[config.mk]
export PLATFORM = sky130hd
export DESIGN_NAME = tipi_serial_tx_flat
export DESIGN_NICKNAME = d
export VERILOG_FILES = /design/src/rtl/tipi_serial_tx_if.sv /design/src/rtl/tipi_serial_tx.sv /design/src/flat_wrapper.sv
export SDC_FILE = /design/constraint.sdc
export NUM_CORES = 1
export LEC_CHECK = 0
export CORE_AREA = 2 2 74 76
export DETAILED_ROUTE_END_ITERATION = 7
export DIE_AREA = 0 0 76 78
export GPL_TIMING_DRIVEN = 1
export PLACE_DENSITY = 0.67
export RECOVER_POWER = 25
export SKIP_CTS_REPAIR_TIMING = 1
export SLEW_MARGIN = 10
export SYNTH_ARGS = -nofsm -noshare
export SYNTH_HDL_FRONTEND = slang
export SYNTH_SLANG_ARGS = --single-unit
[constraint.sdc]
create_clock -name clk -period 6.3 [get_ports clk]
set_input_delay 0.63 -clock clk [delete_from_list [all_inputs] [get_ports clk]]
set_output_delay 0.63 -clock clk [all_outputs]
set_load 0.01 [all_outputs]
[src/rtl/tipi_serial_tx_if.sv]
// Request and serial-link signals of the TIPI FPGA-to-RPi transmitter.
//
// Request protocol: data_req / control_req are single-cycle strobes. The
// byte on data_in / control_in is captured on the same rising clk edge the
// strobe is seen high. There is no back-pressure: a strobe is always accepted,
// and a newer strobe on a channel replaces any byte that has not started
// shifting yet. busy is high from LOAD through DONE. done pulses for one cycle
// at the end of a frame, and done_ch names the channel of that frame.
interface tipi_serial_tx_if;
  logic [7:0] data_in;
  logic       data_req;
  logic [7:0] control_in;
  logic       control_req;
  logic       busy;
  logic       done;
  logic       done_ch;
  logic       tx_dclk;
  logic       tx_cclk;
  logic       tx_sdata;
  logic       tx_le;
  logic [2:0] dbg_state;

  // Requester side: TI latch registers, or the testbench.
  modport master (
    output data_in, data_req, control_in, control_req,
    input  busy, done, done_ch, tx_dclk, tx_cclk, tx_sdata, tx_le, dbg_state
  );

  // Transmitter side.
  modport slave (
    input  data_in, data_req, control_in, control_req,
    output busy, done, done_ch, tx_dclk, tx_cclk, tx_sdata, tx_le, dbg_state
  );
endinterface

[src/rtl/tipi_serial_tx.sv]
// TIPI serial transmitter: sends TI-written data/control bytes to the RPi over
// the shift/latch link (per-channel shift clock, shared data, shared latch).
// A frame has 9 rising edges on the selected channel clock. Edges 1-8 shift
// the byte MSB first with tx_le low. Edge 9 has tx_le high and latches the
// byte in the receiver.
module tipi_serial_tx #(
  parameter int unsigned CLK_DIV = 4  // clk cycles per shift-clock half period, 1..255
) (
  input  logic             clk,
  input  logic             rst,
  tipi_serial_tx_if.slave  bus
);

  typedef enum logic [2:0] {
    ST_IDLE = 3'd0,
    ST_LOAD = 3'd1,
    ST_LOW  = 3'd2,
    ST_HIGH = 3'd3,
    ST_DONE = 3'd4
  } state_t;

  localparam logic [7:0] DIV_LAST = 8'(CLK_DIV - 1);

  // Holding registers and pending flags, one set per channel.
  logic [7:0] dhold_q, dhold_d;
  logic [7:0] chold_q, chold_d;
  logic       dpend_q, dpend_d;
  logic       cpend_q, cpend_d;

  // Frame engine.
  state_t     state_q, state_d;
  logic       sel_q, sel_d;        // channel of the frame in flight: 1 = control
  logic [7:0] shift_q, shift_d;
  logic [3:0] bitcnt_q, bitcnt_d;
  logic [7:0] div_q, div_d;

  // Registered outputs.
  logic       busy_q, busy_d;
  logic       done_q, done_d;
  logic       done_ch_q, done_ch_d;
  logic       dclk_q, dclk_d;
  logic       cclk_q, cclk_d;
  logic       sdata_q, sdata_d;
  logic       le_q, le_d;

  logic [7:0] load_byte;

  assign load_byte = sel_q ? chold_q : dhold_q;

  // Capture strobes into the holding registers. The LOAD cycle clears the
  // pending flag of the channel it consumes, but a strobe in that same cycle
  // sets it again, so the new byte gets its own frame.
  always_comb begin
    dhold_d = dhold_q;
    chold_d = chold_q;
    dpend_d = dpend_q;
    cpend_d = cpend_q;
    if (state_q == ST_LOAD) begin
      if (sel_q) begin
        cpend_d = 1'b0;
      end else begin
        dpend_d = 1'b0;
      end
    end
    if (bus.data_req) begin
      dhold_d = bus.data_in;
      dpend_d = 1'b1;
    end
    if (bus.control_req) begin
      chold_d = bus.control_in;
      cpend_d = 1'b1;
    end
  end

  // Frame sequencing. The outputs are computed here for the state being
  // entered, so every pin is driven straight from a flop.
  always_comb begin
    state_d   = state_q;
    sel_d     = sel_q;
    shift_d   = shift_q;
    bitcnt_d  = bitcnt_q;
    div_d     = div_q;
    busy_d    = busy_q;
    done_d    = 1'b0;
    done_ch_d = 1'b0;
    dclk_d    = dclk_q;
    cclk_d    = cclk_q;
    sdata_d   = sdata_q;
    le_d      = le_q;

    case (state_q)
      ST_IDLE: begin
        if (cpend_q || dpend_q) begin
          // Control wins a tie. The channel stays fixed until DONE.
          sel_d   = cpend_q;
          busy_d  = 1'b1;
          state_d = ST_LOAD;
        end
      end

      ST_LOAD: begin
        shift_d  = load_byte;
        bitcnt_d = 4'd0;
        sdata_d  = load_byte[7];
        le_d     = 1'b0;
        div_d    = 8'd0;
        state_d  = ST_LOW;
      end

      ST_LOW: begin
        if (div_q == DIV_LAST) begin
          div_d = 8'd0;
          if (sel_q) begin
            cclk_d = 1'b1;
          end else begin
            dclk_d = 1'b1;
          end
          state_d = ST_HIGH;
        end else begin
          div_d = div_q + 8'd1;
        end
      end

      ST_HIGH: begin
        if (div_q == DIV_LAST) begin
          div_d  = 8'd0;
          dclk_d = 1'b0;
          cclk_d = 1'b0;
          if (bitcnt_q < 4'd7) begin
            // Next bit goes out together with the falling edge, so it is
            // stable for a full low phase before the next rising edge.
            shift_d  = {shift_q[6:0], 1'b0};
            bitcnt_d = bitcnt_q + 4'd1;
            sdata_d  = shift_q[6];
            state_d  = ST_LOW;
          end else if (bitcnt_q == 4'd7) begin
            // All 8 bits shifted. One more clock with tx_le high latches them.
            le_d     = 1'b1;
            bitcnt_d = 4'd8;
            state_d  = ST_LOW;
          end else begin
            le_d      = 1'b0;
            sdata_d   = 1'b0;
            done_d    = 1'b1;
            done_ch_d = sel_q;
            state_d   = ST_DONE;
          end
        end else begin
          div_d = div_q + 8'd1;
        end
      end

      ST_DONE: begin
        busy_d  = 1'b0;
        state_d = ST_IDLE;
      end

      default: begin
        busy_d  = 1'b0;
        dclk_d  = 1'b0;
        cclk_d  = 1'b0;
        le_d    = 1'b0;
        state_d = ST_IDLE;
      end
    endcase
  end

  // Holding-register flops. A reset drops queued bytes.
  always_ff @(posedge clk or posedge rst) begin
    if (rst) begin
      dhold_q <= 8'd0;
      chold_q <= 8'd0;
      dpend_q <= 1'b0;
      cpend_q <= 1'b0;
    end else begin
      dhold_q <= dhold_d;
      chold_q <= chold_d;
      dpend_q <= dpend_d;
      cpend_q <= cpend_d;
    end
  end

  // Frame engine and output flops. A reset mid-frame drops the clocks
  // without a latch edge, so the receiver keeps its previous byte.
  always_ff @(posedge clk or posedge rst) begin
    if (rst) begin
      state_q   <= ST_IDLE;
      sel_q     <= 1'b0;
      shift_q   <= 8'd0;
      bitcnt_q  <= 4'd0;
      div_q     <= 8'd0;
      busy_q    <= 1'b0;
      done_q    <= 1'b0;
      done_ch_q <= 1'b0;
      dclk_q    <= 1'b0;
      cclk_q    <= 1'b0;
      sdata_q   <= 1'b0;
      le_q      <= 1'b0;
    end else begin
      state_q   <= state_d;
      sel_q     <= sel_d;
      shift_q   <= shift_d;
      bitcnt_q  <= bitcnt_d;
      div_q     <= div_d;
      busy_q    <= busy_d;
      done_q    <= done_d;
      done_ch_q <= done_ch_d;
      dclk_q    <= dclk_d;
      cclk_q    <= cclk_d;
      sdata_q   <= sdata_d;
      le_q      <= le_d;
    end
  end

  assign bus.busy      = busy_q;
  assign bus.done      = done_q;
  assign bus.done_ch   = done_ch_q;
  assign bus.tx_dclk   = dclk_q;
  assign bus.tx_cclk   = cclk_q;
  assign bus.tx_sdata  = sdata_q;
  assign bus.tx_le     = le_q;
  assign bus.dbg_state = state_q;

endmodule

[src/flat_wrapper.sv]
// flat-port wrapper written by rule: the top's interface ports become plain ports
module tipi_serial_tx_flat 
#(
  parameter int unsigned CLK_DIV = 4                                                   
)
  (clk, rst, bus_data_in, bus_data_req, bus_control_in, bus_control_req, bus_busy, bus_done, bus_done_ch, bus_tx_dclk, bus_tx_cclk, bus_tx_sdata, bus_tx_le, bus_dbg_state);
  tipi_serial_tx_if bus_i ();
  input  logic clk;
  input  logic rst;
  input wire logic [$bits(bus_i.data_in)-1:0] bus_data_in;
  input wire logic [$bits(bus_i.data_req)-1:0] bus_data_req;
  input wire logic [$bits(bus_i.control_in)-1:0] bus_control_in;
  input wire logic [$bits(bus_i.control_req)-1:0] bus_control_req;
  output wire logic [$bits(bus_i.busy)-1:0] bus_busy;
  output wire logic [$bits(bus_i.done)-1:0] bus_done;
  output wire logic [$bits(bus_i.done_ch)-1:0] bus_done_ch;
  output wire logic [$bits(bus_i.tx_dclk)-1:0] bus_tx_dclk;
  output wire logic [$bits(bus_i.tx_cclk)-1:0] bus_tx_cclk;
  output wire logic [$bits(bus_i.tx_sdata)-1:0] bus_tx_sdata;
  output wire logic [$bits(bus_i.tx_le)-1:0] bus_tx_le;
  output wire logic [$bits(bus_i.dbg_state)-1:0] bus_dbg_state;
  assign bus_i.data_in = bus_data_in;
  assign bus_i.data_req = bus_data_req;
  assign bus_i.control_in = bus_control_in;
  assign bus_i.control_req = bus_control_req;
  assign bus_busy = bus_i.busy;
  assign bus_done = bus_i.done;
  assign bus_done_ch = bus_i.done_ch;
  assign bus_tx_dclk = bus_i.tx_dclk;
  assign bus_tx_cclk = bus_i.tx_cclk;
  assign bus_tx_sdata = bus_i.tx_sdata;
  assign bus_tx_le = bus_i.tx_le;
  assign bus_dbg_state = bus_i.dbg_state;
  tipi_serial_tx #(.CLK_DIV(CLK_DIV)) u_core (.clk(clk), .rst(rst), .bus(bus_i));
endmodule
==> results.md, run 1 <==
* Post-synth top flop: dfrtp_1
* Setup Total Neg Slack at 0 ps
* Detail Route Antenna Nets at 0
* Clock-pin slew on the worst setup and hold paths at 80 ps
* Pwr dens at 415 nW/um2
* Ports at 30
* Post-synthesis cell area at 2310 um2
* Max Root-Sink Buffers at 2
* H-tree levels at 2
* Peak supply drop at 191 uV
* Critical path arrival at 2440 ps
* FF+latch count, synth at 48
* Hold Path Class: flop to flop
* Via count at 1616
* Max incr delay on CP at 1260 ps
* Die W at 76 um
* CORE AREA at 5040 um2
* Clock skew at 3.05 ps
* Skew-Pair Late Insertion Delay at 300 ps
* Largest net degree at the start of global routing at 49
* CTS tree: done
* Total global-route track usage at 15.3%
* Slowest stage cell, crit path: inv_1
* Final Hold Vio Count at 0
* Crit path max fanout at 48
* Syn nets at 225
* Ant diodes at 0
* Total length of routed wires at 4210 um
* Status: finished, violations left
* Largest area contributor in the netlist: dfrtp_1
* Fin. max-slew vios at 49
* Crit-path cells: dlygate4sd3_1, inv_1
* CP delay by family, top: buffers and inverters
* Post-synth EDFFs at 0
* Final #Nets at 251
* First-pass GRT wire length at 7260 um
* Grt ovf at 0
* Commonest non-fill, non-tap cell in the layout: dfrtp_1
* CP Buf/Inv Count at 2
* Root Buffer Master: clkbuf_8
* Seq/Total Area, Yosys at 52.1%
* Vias in the first global route at 1556
* Yosys top cell area share at 52.1%
* Final setup viols at 0
* R2R Setup Slk at 4190 ps
* Period utilisation layout at 37.4%
* CTS Sinks at 48
* Failing checks: capacitance limit, slew limit
* Dominant cells by area after synthesis: dfrtp_1, mux2_2, mux2i_1
* Asr flop ratio synth at 100%
* Leak Pwr at 1.17 nW
* CTS Buf Count at 5
* Most frequent cells in the layout: dfrtp_1, clkdlybuf4s50_1, mux2_2, nand2_1, nor2_1
* Worst setup SP type: input pin
* RSZ-0062 raised after global routing: no
* Drt wl/cell at 14.0 um
* Slew @ Worst Pin at 1780 ps
* Max Clk Rate at 0.424 GHz
* DIE AREA at 5930 um2
* Iteration-0 DRC Markers at 90
* Min cycle time layout at 2360 ps
* Worst EP required at 6380 ps
* Ratio of cells with drive above 1 in the final layout at 16.1%
* Mean Syn Cell Area at 11.4 um2
* Worst R2R Path Depth at 5
* PortBufs at 29
* Yosys warns at 0
* Post-route DRC at 0
* Chip height at 78 um
* Cell row count at 26
* Distinct cell type count after synthesis at 43
* Layout area overhead at 18.3%
* DP HPWL at 3000 um
* Via density at 5.39
* Hold-critical path depth at 1
* Final core occ at 54.1%
* Routability cong. at 0.838
* Starting Density at 45.7%
* Max_slew headroom at -18.7%
* Initial antenna violation count at 0
* Maxcap violations at 1
* Worst path depth at 2
* Cells after Synth at 203
* Element type at the critical path end: async pin
* Drt pass-1 iters at 4
* Setup Crit Path Kind: input pin to async pin
## path summary, 6_finish.rpt
kind                                    startpoint                 end
max in group clk           u_core.bus.dbg_state[1]    bus_dbg_state[1]
max                                            rst     u_core.div_q[1]
min in group asynchronous                      rst   u_core.dhold_q[0]
max reg2reg                        u_core.div_q[0]  u_core.bitcnt_q[1]
min                                 u_core.cpend_q      u_core.cpend_q
min reg2reg                         u_core.cpend_q      u_core.cpend_q
## Yosys cell counts, types with 4 or more instances
cell type,n
nor3_1,4
a21oi_1,8
dfrtp_1,48
mux2_2,25
o21ai_0,13
and3_1,4
a21o_1,4
xnor2_1,4
nand3_1,4
clkbuf_1,5
nand2_1,15
inv_1,8
mux2i_1,9
a22o_1,4
nor2_1,14
## report_power, final
group          total (W)  internal (W)  switching (W)
combinational   0.000424      0.000214       0.000211
clock           0.000217      0.000118      0.0000993
sequential      0.000491      0.000391       0.000101
total            0.00113      0.000722       0.000411
## flip-flops by register name, indices dropped and copies added, names as in the netlist
name                  cells
u_core.chold_q            8
u_core.dhold_q            8
u_core.div_q              8
u_core.shift_q            7
u_core.bitcnt_q           4
u_core.bus.dbg_state      3
u_core.bus.busy           1
u_core.bus.done           1
u_core.bus.done_ch        1
u_core.bus.tx_cclk        1
u_core.bus.tx_dclk        1
u_core.bus.tx_le          1
u_core.bus.tx_sdata       1
u_core.cpend_q            1
u_core.dpend_q            1
u_core.sel_q              1
## layout make-up
| class | count | area (um2) |
|---|---|---|
| tap | 70 | 87.6 |
| clock inverter | 2 | 35.0 |
| multi-input combinational | 137 | 1010 |
| inverter | 8 | 30.0 |
| timing repair buffer | 29 | 290 |
| sequential | 48 | 1200 |
| fill | 455 | 2310 |
| clock buffer | 6 | 72.6 |
## per-stage QoR
stage / worst slack (ps) / hold WS (ps) / power (W) / instances / cell area [um2]
after floorplan: 4320 / 467 / 0.000807 / 203 / 2310
after global placement: 4250 / 479 / 0.000914 / 292 / 2620
after detailed placement: 4220 / 485 / 0.000923 / 292 / 2620
after CTS: 4080 / 508 / 0.00114 / 300 / 2730
after global routing: 3530 / 530 / 0.00121 / 300 / 2730
final: 3940 / 503 / 0.00113 / 300 / 2730
## metal layers
metal  wire length, um  vias up  part of all wire [%]  track usage, %
met5                 0        -                     0               0
met4                64        0                   1.5            6.18
met3               134        7                   3.2            3.49
met2              2070       26                    49            24.8
met1              1940      808                    46            19.8
li1                  -      775                     -               -
## kinds of logic after synthesis
logic type	synth area share, %
simple gates	13.2
flops	52.1
compound gates	11.9
mux	16.1
buf+inv	4.07
xor+xnor	1.52
fa+ha+maj	1.09
No activity file was read; power rests on OpenSTA's default activity.
==> run 2: changes to the inputs <==
==> constraint.sdc (replaced) <==
create_clock -name clk -period 2.4 [get_ports clk]
set_input_delay 0.24 -clock clk [delete_from_list [all_inputs] [get_ports clk]]
set_output_delay 0.24 -clock clk [all_outputs]
set_load 0.01 [all_outputs]
==> run 2 against run 1 <==
  * The flow now finishes without violations
  * Power grew to 2.6 times the previous value
  * Setup slack lost 3700 ps
  * Utilization up 0.37 points
  * Clock power rose by 140%
  * Global-route usage is 0.20 points higher
  * Critical path depth rose by 3
  * Via count fell by 1.1%
  * Critical path type is now flop to flop
  * Flip-flop and latch count unchanged
  * Non-clock buffer count grew 4
==> results.md, run 2 (synthesized netlist as in run 1, its figures left out) <==
* Status: complete, no violations
* Final #Nets at 255
* Sw Pwr at 0.00107 W
* Via count at 1598
* Worst R2R Path Depth at 5
* Ratio of cells with drive above 1 in the final layout at 17.6%
* Final setup margin at 288 ps
* Design Area, Final at 2750 um2
* Iteration-0 DRC Markers at 100
* Drt pass-1 iters at 5
* CTS tree: done
* Max_slew headroom at 5.93%
* Crit path max fanout at 6
* Pwr dens at 1070 nW/um2
* Hold-critical path depth at 1
* Final setup viols at 0
* First-pass GRT wire length at 7320 um
* CORE AREA at 5040 um2
* Hold Path Class: flop to flop
* CTS Buf Count at 5
* Most frequent cells in the layout: dfrtp_1, clkdlybuf4s50_1, mux2_2, nand2_1, nor2_1
* Die W at 76 um
* DIE AREA at 5930 um2
* Detail Route Antenna Nets at 0
* P_int at 0.00187 W
* Initial antenna violation count at 0
* Worst EP required at 2590 ps
* Layout area overhead at 19.1%
* Max Clk Rate at 0.473 GHz
* Maxcap violations at 0
* Setup Total Neg Slack at 0 ps
* Place WS at 306 ps
* Logic pwr share at 39.0%
* Register area at 1200 um2
* Post-route DRC at 0
* Commonest non-fill, non-tap cell in the layout: dfrtp_1
* Largest net degree at the start of global routing at 39
* Ant diodes at 0
* Setup Crit Path Kind: flop to flop
* RSZ-0062 raised after global routing: no
* Critical path arrival at 2300 ps
* DP HPWL at 3020 um
* Starting Density at 45.7%
* Min cycle time layout at 2110 ps
* Leak Pwr at 1.19 nW
* Ports at 30
* Via density at 5.27
* Clock skew at 9.40 ps
* Grt ovf at 0
* Post-placement cell area at 2650 um2
* Total length of routed wires at 4150 um
* Max Root-Sink Buffers at 2
* Period utilisation layout at 88.0%
* Fillers at 440
* Sw frac at 36.5%
* Fin. max-slew vios at 0
* Final core occ at 54.5%
* Routability cong. at 0.823
* Clk pwr share at 17.5%
* Clock-pin slew on the worst setup and hold paths at 90 ps
* Skew-Pair Late Insertion Delay at 300 ps
* Biggest regs: u_core.chold_q (8), u_core.dhold_q (8), u_core.div_q (8)
* Total global-route track usage at 15.5%
* CTS Sinks at 48
* H-tree levels at 2
* Cell row count at 26
* PortBufs at 29
* Drt wl/cell at 13.7 um
* Hold_ws at 500 ps
* R2R Setup Slk at 290 ps
* Root Buffer Master: clkbuf_8
* Chip height at 78 um
* Element type at the critical path end: flop
* Vias in the first global route at 1566
* Worst setup SP type: flop
* Part of the power in registers at 43.4%
* Final Hold Vio Count at 0
* Peak supply drop at 474 uV
* Area of the multi-input gates at 1010 um2
* Slew @ Worst Pin at 1410 ps
[run 2: cell types whose count changed in the layout (fill, tap and decap cells not counted), sizes merged]
cell / change
clkbuf: +1
clkdlybuf4s50: +2
buf: +4
clkinv: -1
dlygate4sd3: -2
bufinv: -1
[run 2: routing by layer]
| layer | GRT usage [%] | vias to the layer above | routed length [um] |
|---|---|---|---|
| met3 | 3.60 | 4 | 152 |
| li1 | - | 778 | - |
| met5 | 0 | - | 0 |
| met4 | 5.45 | 0 | 31 |
| met2 | 25.2 | 37 | 2040 |
| met1 | 20.4 | 779 | 1930 |
[run 2: final cells by class]
type | count | area share [%]
well taps | 70 | 3.19
repair buffers | 33 | 11.7
multi-input cells | 137 | 36.8
clock buffers | 7 | 3.51
inverters | 8 | 1.09
flip-flops and latches | 48 | 43.7
[run 2: per-stage QoR]
stage | instances | total power [W]
3_3_place_gp | 296 | 0.00243
4_1_cts | 303 | 0.00298
6_report | 303 | 0.00294
3_5_place_dp | 296 | 0.00245
5_1_grt | 303 | 0.00317
2_1_floorplan | 203 | 0.00212
[run 2: final timing paths]
kind | start | to
worst max-delay path | u_core.div_q[0] | u_core.bitcnt_q[1]
worst min-delay path | u_core.cpend_q | u_core.sel_q
worst max register to register | u_core.div_q[0] | u_core.bitcnt_q[1]
worst min register to register | u_core.cpend_q | u_core.sel_q
max in group asynchronous | rst | u_core.dhold_q[3]
min in group asynchronous | rst | u_core.bus.tx_cclk
[run 2: worst max-delay path, stage by stage, from the launching register on]
cell	delay [ps]
dfrtp_1	390
ha_1	250
or4b_4	530
nor3_4	300
mux2_2	370
a22o_1	170
[run 2: power by group through the flow]
stage / clock network [W] / registers [W] / logic, W
finish: 0.000515 / 0.00128 / 0.00115
global route: 0.000566 / 0.00132 / 0.00129
CTS: 0.000533 / 0.00128 / 0.00116
detailed placement: 0 / 0.00129 / 0.00116
global placement: 0 / 0.00129 / 0.00115
floorplan: 0 / 0.00119 / 0.000928
